## src/rtl/ascon_ctrl_fsm_if.sv

```systemverilog
// Handshake and control bundle between the Ascon encryption sequencer and
// the datapath/host it drives.
interface ascon_ctrl_fsm_if;
  logic       start_i;
  logic       data_valid_i;
  logic       ready_o;
  logic [3:0] round_o;
  logic       enable_o;
  logic       selectionp_o;
  logic       xor_data_begin_o;
  logic       xor_key_begin_o;
  logic       xor_key_end_o;
  logic       xor_lsb_end_o;
  logic       en_cipher_o;
  logic       en_tag_o;
  logic       cipher_valid_o;
  logic       busy_o;
  logic       done_o;

  modport master (
    output start_i,
    output data_valid_i,
    input  ready_o,
    input  round_o,
    input  enable_o,
    input  selectionp_o,
    input  xor_data_begin_o,
    input  xor_key_begin_o,
    input  xor_key_end_o,
    input  xor_lsb_end_o,
    input  en_cipher_o,
    input  en_tag_o,
    input  cipher_valid_o,
    input  busy_o,
    input  done_o
  );

  modport slave (
    input  start_i,
    input  data_valid_i,
    output ready_o,
    output round_o,
    output enable_o,
    output selectionp_o,
    output xor_data_begin_o,
    output xor_key_begin_o,
    output xor_key_end_o,
    output xor_lsb_end_o,
    output en_cipher_o,
    output en_tag_o,
    output cipher_valid_o,
    output busy_o,
    output done_o
  );
endinterface

```

## src/rtl/ascon_ctrl_fsm.sv

```systemverilog
// Sequencer for one Ascon-128 encryption: p12 init, one AD block, NB_BLOCKS
// plaintext blocks (the last absorbed in finalization), p12 finalization.
module ascon_ctrl_fsm #(
  parameter int unsigned NB_BLOCKS = 4
) (
  input logic             clock_i,
  input logic             reset_i,
  ascon_ctrl_fsm_if.slave bus
);

  localparam int unsigned BW       = $clog2(NB_BLOCKS + 1);
  localparam logic [3:0]  RND_P12  = 4'd0;
  localparam logic [3:0]  RND_P6   = 4'd6;
  localparam logic [3:0]  RND_LAST = 4'd11;
  localparam logic [BW-1:0] BLK_LAST = BW'(NB_BLOCKS - 1);

  typedef enum logic [2:0] {
    IDLE,
    INIT,
    WAIT_AD,
    AD,
    WAIT_PT,
    PT,
    FINAL,
    END
  } state_t;

  typedef struct packed {
    logic ready;
    logic enable;
    logic selectionp;
    logic xor_data_begin;
    logic xor_key_begin;
    logic xor_key_end;
    logic xor_lsb_end;
    logic en_cipher;
    logic en_tag;
    logic busy;
    logic done;
  } ctrl_t;

  state_t        state, state_n;
  logic [3:0]    rnd, rnd_n;
  logic [BW-1:0] blk, blk_n;
  ctrl_t         ctrl, ctrl_n;
  logic          cipher_valid;
  logic          rnd_last;
  logic [3:0]    rnd_inc;

  assign rnd_last = (rnd == RND_LAST);
  assign rnd_inc  = rnd + 4'd1;

  // Output decode for a given state/round; applied to the next state so the
  // registered strobes line up with the state they belong to.
  function automatic ctrl_t decode(input state_t s, input logic [3:0] r);
    ctrl_t c;
    c      = '0;
    c.busy = (s != IDLE);
    case (s)
      INIT: begin
        c.enable      = 1'b1;
        c.selectionp  = (r != RND_P12);
        c.xor_key_end = (r == RND_LAST);
      end
      WAIT_AD, WAIT_PT: begin
        c.ready = 1'b1;
      end
      AD: begin
        c.enable         = 1'b1;
        c.selectionp     = 1'b1;
        c.xor_data_begin = (r == RND_P6);
        c.xor_lsb_end    = (r == RND_LAST);
      end
      PT: begin
        c.enable         = 1'b1;
        c.selectionp     = 1'b1;
        c.xor_data_begin = (r == RND_P6);
        c.en_cipher      = (r == RND_P6);
      end
      FINAL: begin
        c.enable         = 1'b1;
        c.selectionp     = 1'b1;
        c.xor_data_begin = (r == RND_P12);
        c.xor_key_begin  = (r == RND_P12);
        c.en_cipher      = (r == RND_P12);
        c.xor_key_end    = (r == RND_LAST);
        c.en_tag         = (r == RND_LAST);
      end
      END: begin
        c.done = 1'b1;
      end
      default: ;
    endcase
    return c;
  endfunction

  always_comb begin
    state_n = state;
    rnd_n   = rnd;
    blk_n   = blk;
    case (state)
      IDLE: begin
        if (bus.start_i) begin
          state_n = INIT;
          rnd_n   = RND_P12;
          blk_n   = '0;
        end
      end
      INIT: begin
        if (rnd_last) state_n = WAIT_AD;
        else          rnd_n   = rnd_inc;
      end
      WAIT_AD: begin
        if (bus.data_valid_i) begin
          state_n = AD;
          rnd_n   = RND_P6;
        end
      end
      AD: begin
        if (rnd_last) state_n = WAIT_PT;
        else          rnd_n   = rnd_inc;
      end
      WAIT_PT: begin
        if (bus.data_valid_i) begin
          blk_n = blk + BW'(1);
          if (blk == BLK_LAST) begin
            state_n = FINAL;
            rnd_n   = RND_P12;
          end else begin
            state_n = PT;
            rnd_n   = RND_P6;
          end
        end
      end
      PT: begin
        if (rnd_last) state_n = WAIT_PT;
        else          rnd_n   = rnd_inc;
      end
      FINAL: begin
        if (rnd_last) state_n = END;
        else          rnd_n   = rnd_inc;
      end
      END: begin
        state_n = IDLE;
        rnd_n   = '0;
        blk_n   = '0;
      end
      default: begin
        state_n = IDLE;
        rnd_n   = '0;
        blk_n   = '0;
      end
    endcase
    ctrl_n = decode(state_n, rnd_n);
  end

  always_ff @(posedge clock_i or posedge reset_i) begin
    if (reset_i) begin
      state        <= IDLE;
      rnd          <= '0;
      blk          <= '0;
      ctrl         <= '0;
      cipher_valid <= 1'b0;
    end else begin
      state        <= state_n;
      rnd          <= rnd_n;
      blk          <= blk_n;
      ctrl         <= ctrl_n;
      cipher_valid <= ctrl.en_cipher;
    end
  end

  assign bus.ready_o          = ctrl.ready;
  assign bus.round_o          = rnd;
  assign bus.enable_o         = ctrl.enable;
  assign bus.selectionp_o     = ctrl.selectionp;
  assign bus.xor_data_begin_o = ctrl.xor_data_begin;
  assign bus.xor_key_begin_o  = ctrl.xor_key_begin;
  assign bus.xor_key_end_o    = ctrl.xor_key_end;
  assign bus.xor_lsb_end_o    = ctrl.xor_lsb_end;
  assign bus.en_cipher_o      = ctrl.en_cipher;
  assign bus.en_tag_o         = ctrl.en_tag;
  assign bus.cipher_valid_o   = cipher_valid;
  assign bus.busy_o           = ctrl.busy;
  assign bus.done_o           = ctrl.done;

endmodule
```

## src/flat_wrapper.sv

```systemverilog
// flat-port wrapper written by rule: the top's interface ports become plain ports
module ascon_ctrl_fsm_flat 
#(
  parameter int unsigned NB_BLOCKS = 4
)
  (clock_i, reset_i, bus_start_i, bus_data_valid_i, bus_ready_o, bus_round_o, bus_enable_o, bus_selectionp_o, bus_xor_data_begin_o, bus_xor_key_begin_o, bus_xor_key_end_o, bus_xor_lsb_end_o, bus_en_cipher_o, bus_en_tag_o, bus_cipher_valid_o, bus_busy_o, bus_done_o);
  ascon_ctrl_fsm_if bus_i ();
  input logic clock_i;
  input logic reset_i;
  input wire logic [$bits(bus_i.start_i)-1:0] bus_start_i;
  input wire logic [$bits(bus_i.data_valid_i)-1:0] bus_data_valid_i;
  output wire logic [$bits(bus_i.ready_o)-1:0] bus_ready_o;
  output wire logic [$bits(bus_i.round_o)-1:0] bus_round_o;
  output wire logic [$bits(bus_i.enable_o)-1:0] bus_enable_o;
  output wire logic [$bits(bus_i.selectionp_o)-1:0] bus_selectionp_o;
  output wire logic [$bits(bus_i.xor_data_begin_o)-1:0] bus_xor_data_begin_o;
  output wire logic [$bits(bus_i.xor_key_begin_o)-1:0] bus_xor_key_begin_o;
  output wire logic [$bits(bus_i.xor_key_end_o)-1:0] bus_xor_key_end_o;
  output wire logic [$bits(bus_i.xor_lsb_end_o)-1:0] bus_xor_lsb_end_o;
  output wire logic [$bits(bus_i.en_cipher_o)-1:0] bus_en_cipher_o;
  output wire logic [$bits(bus_i.en_tag_o)-1:0] bus_en_tag_o;
  output wire logic [$bits(bus_i.cipher_valid_o)-1:0] bus_cipher_valid_o;
  output wire logic [$bits(bus_i.busy_o)-1:0] bus_busy_o;
  output wire logic [$bits(bus_i.done_o)-1:0] bus_done_o;
  assign bus_i.start_i = bus_start_i;
  assign bus_i.data_valid_i = bus_data_valid_i;
  assign bus_ready_o = bus_i.ready_o;
  assign bus_round_o = bus_i.round_o;
  assign bus_enable_o = bus_i.enable_o;
  assign bus_selectionp_o = bus_i.selectionp_o;
  assign bus_xor_data_begin_o = bus_i.xor_data_begin_o;
  assign bus_xor_key_begin_o = bus_i.xor_key_begin_o;
  assign bus_xor_key_end_o = bus_i.xor_key_end_o;
  assign bus_xor_lsb_end_o = bus_i.xor_lsb_end_o;
  assign bus_en_cipher_o = bus_i.en_cipher_o;
  assign bus_en_tag_o = bus_i.en_tag_o;
  assign bus_cipher_valid_o = bus_i.cipher_valid_o;
  assign bus_busy_o = bus_i.busy_o;
  assign bus_done_o = bus_i.done_o;
  ascon_ctrl_fsm #(.NB_BLOCKS(NB_BLOCKS)) u_core (.clock_i(clock_i), .reset_i(reset_i), .bus(bus_i));
endmodule
```

## config.mk

```make
export PLATFORM = sky130hd
export DESIGN_NAME = ascon_ctrl_fsm_flat
export DESIGN_NICKNAME = d
export VERILOG_FILES = /design/src/rtl/ascon_ctrl_fsm_if.sv /design/src/rtl/ascon_ctrl_fsm.sv /design/src/flat_wrapper.sv
export SDC_FILE = /design/constraint.sdc
export NUM_CORES = 1
export LEC_CHECK = 0
export CORE_ASPECT_RATIO = 0.7
export CORE_MARGIN = 1.5
export CORE_UTILIZATION = 40
export CTS_CLUSTER_DIAMETER = 120
export DETAILED_ROUTE_END_ITERATION = 10
export GPL_TIMING_DRIVEN = 0
export MAX_ROUTING_LAYER = met4
export PLACE_DENSITY = 0.63
export SLEW_MARGIN = 10
export SYNTH_ARGS = -nofsm -noshare
export SYNTH_HDL_FRONTEND = slang
export SYNTH_SLANG_ARGS = --single-unit
```

## constraint.sdc

```tcl
create_clock -name clock_i -period 6.02 [get_ports clock_i]
set_input_delay 1.806 -clock clock_i [delete_from_list [all_inputs] [get_ports clock_i]]
set_output_delay 1.806 -clock clock_i [all_outputs]
set_load 0.005 [all_outputs]
```

==> summary.md, run 1 <==
| Metric | Value |
|---|---|
| Outcome | `completed` |
| Layout cells sized above 1 | `between 10 and 15%` |
| Depth of the most critical reg-to-reg path | `7` |
| Cell with the largest stage delay on the worst path | `clkdlybuf4s50_1` |
| Post-synthesis instance area | `about 1300 µm²` |
| Worst hold path class | `reg2reg` |
| Maximum number of pins on one net before global-route repair | `23` |
| Detailed-route wire length | `around 2900 µm` |
| Fraction of post-synthesis cell area in the top cell type by area | `43.65%` |
| Core area | `2903 µm²` |
| Number of maximum-capacitance constraint violations | `0` |
| Root Buffer | `clkbuf_8` |
| Number of gates resized after CTS | `0` |
| Post-layout net count | `157` |
| Floorplan die width | `70.12 µm` |
| Total of warnings raised by yosys | `0` |
| Kind of start point of the critical path | `input pin` |
| Maximum root-to-sink buffer count | `2` |
| Leakage | `0.6962 nW` |
| # setup viols final | `0` |
| Cells on Worst Hold Path | `0` |
| Number of antenna violations at the first check in global routing | `0` |
| Post-route fraction of the period consumed by the critical path | `between 50 and 60%` |
| Post-synthesis cell count | `127` |
| Starting density of the core | `43.45%` |
| Antenna Nets Post-Route | `0` |
| Global routing usage summed across all routing layers | `18.48%` |
| Avg WL per Cell | `roughly 16 µm` |
| Fraction of the yosys area taken by sequential cells | `approximately 44%` |
| Number of buffers inserted by hold repair at cts | `0` |
| Vias in the first global route | `993` |
| Worst-case hold path end point | `u_core.bus.cipher_valid_o$_DFF_PP0_` |
| Chip Height | `~50 µm` |
| Cells along the critical path | `clkdlybuf4s50_1 -> mux2i_1 -> o211a_1 -> o21ai_1 -> o211ai_1 -> nor4b_1 -> nor2b_4` |
| Top post-synthesis cells by area | `dfrtp_1 44%, a21oi_1 3.6%, ha_1 3.0%` |
| Transition time at the pin with the least slew margin | `0.8216 ns` |
| Die outline area | `3504 µm²` |
| Antenna diode count | `0` |
| Number of clock sinks | `22` |
| CTS tree | `done` |
| Worst clock skew | `0.009142 ns` |
| Worst flop-to-flop path startpoint | `u_core.bus.round_o[1]$_DFF_PP0_` |
| Final instance count without filler cells | `185` |
| Synth-to-Final Area Change | `23.51%` |
| Reg-to-Reg End | `u_core.bus.selectionp_o$_DFF_PP0_` |
| Power per cell area | `a little under 500 nW/µm²` |
| Via count of the routed design | `~1100` |
| Data required time of the worst path | `6.15 ns` |
| Maximum single-stage delay on the critical path | `0.56 ns` |
| Reg clk slew, reported paths | `0.07 ns` |
| Post-Synthesis Net Count | `134` |
| Post-Place Setup Slack | `2.207 ns` |
| Unrepaired setup endpoints after global routing | `false` |
| Register bit count reported by yosys | `22` |
| Fillcell total | `263` |
| Worst slew margin relative to its limit | `45.17%` |
| Standard-cell rows | `16` |
| Post-layout worst setup margin | `2.438 ns` |
| Post-synth top area cell | `dfrtp_1` |
| Hold path start | `u_core.bus.en_cipher_o$_DFF_PP0_` |
| Async SR Flop Fraction | `between 90% and 100%` |
| Clock latency of the later-clocked register in the worst-skew pair | `0.27 ns` |
| Count of flip-flops with a built-in enable after synthesis | `0` |
| Setup slack of the worst register-to-register path | `3.64 ns` |
| Count of pins on the block boundary | `20` |
| Initial drt markers | `60` |
| # placed instances | `181` |
| HPWL after detailed placement | `2171 µm` |
| Crit. End Element | `flip-flop` |
| Hold Vio Cnt, Final | `0` |
| Main flop type after synthesis | `dfrtp_1` |
| Buffers inserted during post-CTS setup optimization | `0` |
| CTS Buf Count | `3` |
| First-pass GRT wire length | `4912 µm` |
| WP data arrival | `3.72 ns` |
| Number of library cell types mapped by synthesis | `46` |
| Max-slew violations | `0` |
| FMAX | `279.2 MHz` |
| Minimum hold slack | `approximately 0.39 ns` |
| Worst Path Class, Setup | `in2reg` |
| Last weighted congestion value of the routability-driven placer | `0.8349` |
| Average vias per placed instance | `5.903` |
| H-tree Lvls | `1` |
| Number of design rule violations left after detail routing | `0` |
| Clock period minus worst slack | `3.582 ns` |
| Peak supply drop | `~0.28 mV` |
| Post-Route Setup TNS | `0 ns` |
| Post-Syn Area per Cell | `slightly below 10 µm²` |
| Port Buffers | `18` |
| Biggest fanout along the worst timing path | `4` |
| Global route total overflow | `0` |
| First-pass detailed-route iteration total | `4` |
[Yosys cell counts, drive strengths merged (3+ instances only)]
cell type	count
buf	6
ha	3
inv	7
a21oi	9
o21ai	11
nand4	3
nor2	10
nand2	7
nand2b	6
nand3	3
or3	3
dfrtp	22
[cell families (layout without fill, tap and decap cells)]
family                   Yosys count  count (layout)  share of synthesized area (%)
flip-flops                        22              22                          43.65
multiplexers                       4               4                          3.670
AND/OR/NAND/NOR                   45              45                          21.43
XOR/XNOR                           1               1                         0.6946
AO/OA/AOI/OAI                     39              39                          22.62
adder cells (fa/ha/maj)            3               3                          2.977
buffers and inverters             13              35                          4.960
[metal layers]
layer  vias up  GRT usage, %  part of all wire (%)  wire length (µm)
li1        513             -                     -                 -
met1       536         25.76                    49              1438
met2        41         27.94                    45              1304
met3         2         4.499                   5.7               168
met4         0         2.885                  0.51                15
met5         -             -                     0                 0
[cell type report]
class | count | area, µm² | area share (%)
buffer | 6 | 36.28 | 2.329
clock buffer | 3 | 41.29 | 2.651
clock inverter | 1 | 30.03 | 1.928
inverter | 7 | 26.28 | 1.687
multi-input combinational | 92 | 648.1 | 41.61
sequential | 22 | 550.5 | 35.34
tap | 36 | 45.04 | 2.892
timing repair buffer | 18 | 180.2 | 11.57
[state kept, by name, summed over array words and instances (netlist names)]
register                     count
u_core.bus.xor_key_end_o         1
u_core.bus.xor_key_begin_o       1
u_core.bus.selectionp_o          1
u_core.bus.round_o               4
u_core.bus.en_cipher_o           1
u_core.bus.ready_o               1
u_core.bus.en_tag_o              1
u_core.bus.cipher_valid_o        1
u_core.bus.xor_lsb_end_o         1
u_core.bus.done_o                1
u_core.blk                       3
u_core.bus.busy_o                1
u_core.bus.xor_data_begin_o      1
u_core.bus.enable_o              1
u_core.state                     3
[how the worst max path moves through the flow]
stage	from	end	cells after the start
2_1_floorplan	bus_data_valid_i	u_core.bus.selectionp_o$_DFF_PP0_	7
4_1_cts	bus_start_i	u_core.bus.selectionp_o$_DFF_PP0_	7
5_1_grt	bus_start_i	u_core.bus.selectionp_o$_DFF_PP0_	7
3_5_place_dp	bus_start_i	u_core.bus.selectionp_o$_DFF_PP0_	7
3_3_place_gp	bus_start_i	u_core.bus.selectionp_o$_DFF_PP0_	7
6_report	bus_start_i	u_core.bus.selectionp_o$_DFF_PP0_	7
[cells in the final DEF (no fill, tap or decap), drive strengths merged, types with 6 or more instances in the layout]
cell type       n
nand2b          6
o21ai          11
clkdlybuf4s50  18
inv             7
nand2           7
a21oi           9
dfrtp          22
nor2           10
buf             6
[power by group]
group          internal (mW)  switching, mW
sequential             0.182         0.0394
clock                 0.0888         0.0492
combinational          0.177          0.214
total                  0.448          0.303
[stage by stage]
step	utilization (%)	power (mW)	cell area [µm²]
6_report	53.66	0.7507	1558
4_1_cts	53.66	0.7510	1558
3_3_place_gp	51.21	0.6011	1486
2_1_floorplan	-	0.4855	1261
3_5_place_dp	51.21	0.6091	1486
5_1_grt	53.66	0.8050	1558
[worst max-delay path: cells and delay by family]
| kind | cells | cell delay, ns |
|---|---|---|
| muxes | 1 | 0.13 |
| buffers and inverters | 1 | 0.56 |
| AOI/OAI and AO/OA | 3 | 0.64 |
| and+or+nand+nor | 2 | 0.58 |
(Power assumes the default switching activity.)
==> run 2: changes to the inputs <==
==> constraint.sdc (replaced) <==
create_clock -name clock_i -period 3.7 [get_ports clock_i]
set_input_delay 1.11 -clock clock_i [delete_from_list [all_inputs] [get_ports clock_i]]
set_output_delay 1.11 -clock clock_i [all_outputs]
set_load 0.005 [all_outputs]
==> results of run 2 <==
The final DEF is identical to that of run 1. Status: completed.
Among the figures that moved: setup slack after placement 2.207 ns -> 0.5834 ns; setup slack after layout 2.438 ns -> 0.8137 ns; register-to-register setup slack 3.64 ns -> 1.32 ns; total power 0.7507 mW -> 1.221 mW; worst IR drop on VDD 0.2773 mV -> 0.4511 mV
==> run 3: changes to the inputs <==
==> constraint.sdc (replaced) <==
create_clock -name clock_i -period 2.9 [get_ports clock_i]
set_input_delay 0.87 -clock clock_i [delete_from_list [all_inputs] [get_ports clock_i]]
set_output_delay 0.87 -clock clock_i [all_outputs]
set_load 0.005 [all_outputs]
==> results of run 3 <==
The final DEF is identical to that of run 1. Status: completed.
Among the figures that moved: setup slack after placement 2.207 ns -> 0.02339 ns; setup slack after layout 2.438 ns -> 0.2537 ns; register-to-register setup slack 3.64 ns -> 0.52 ns; total power 0.7507 mW -> 1.558 mW; worst IR drop on VDD 0.2773 mV -> 0.5756 mV
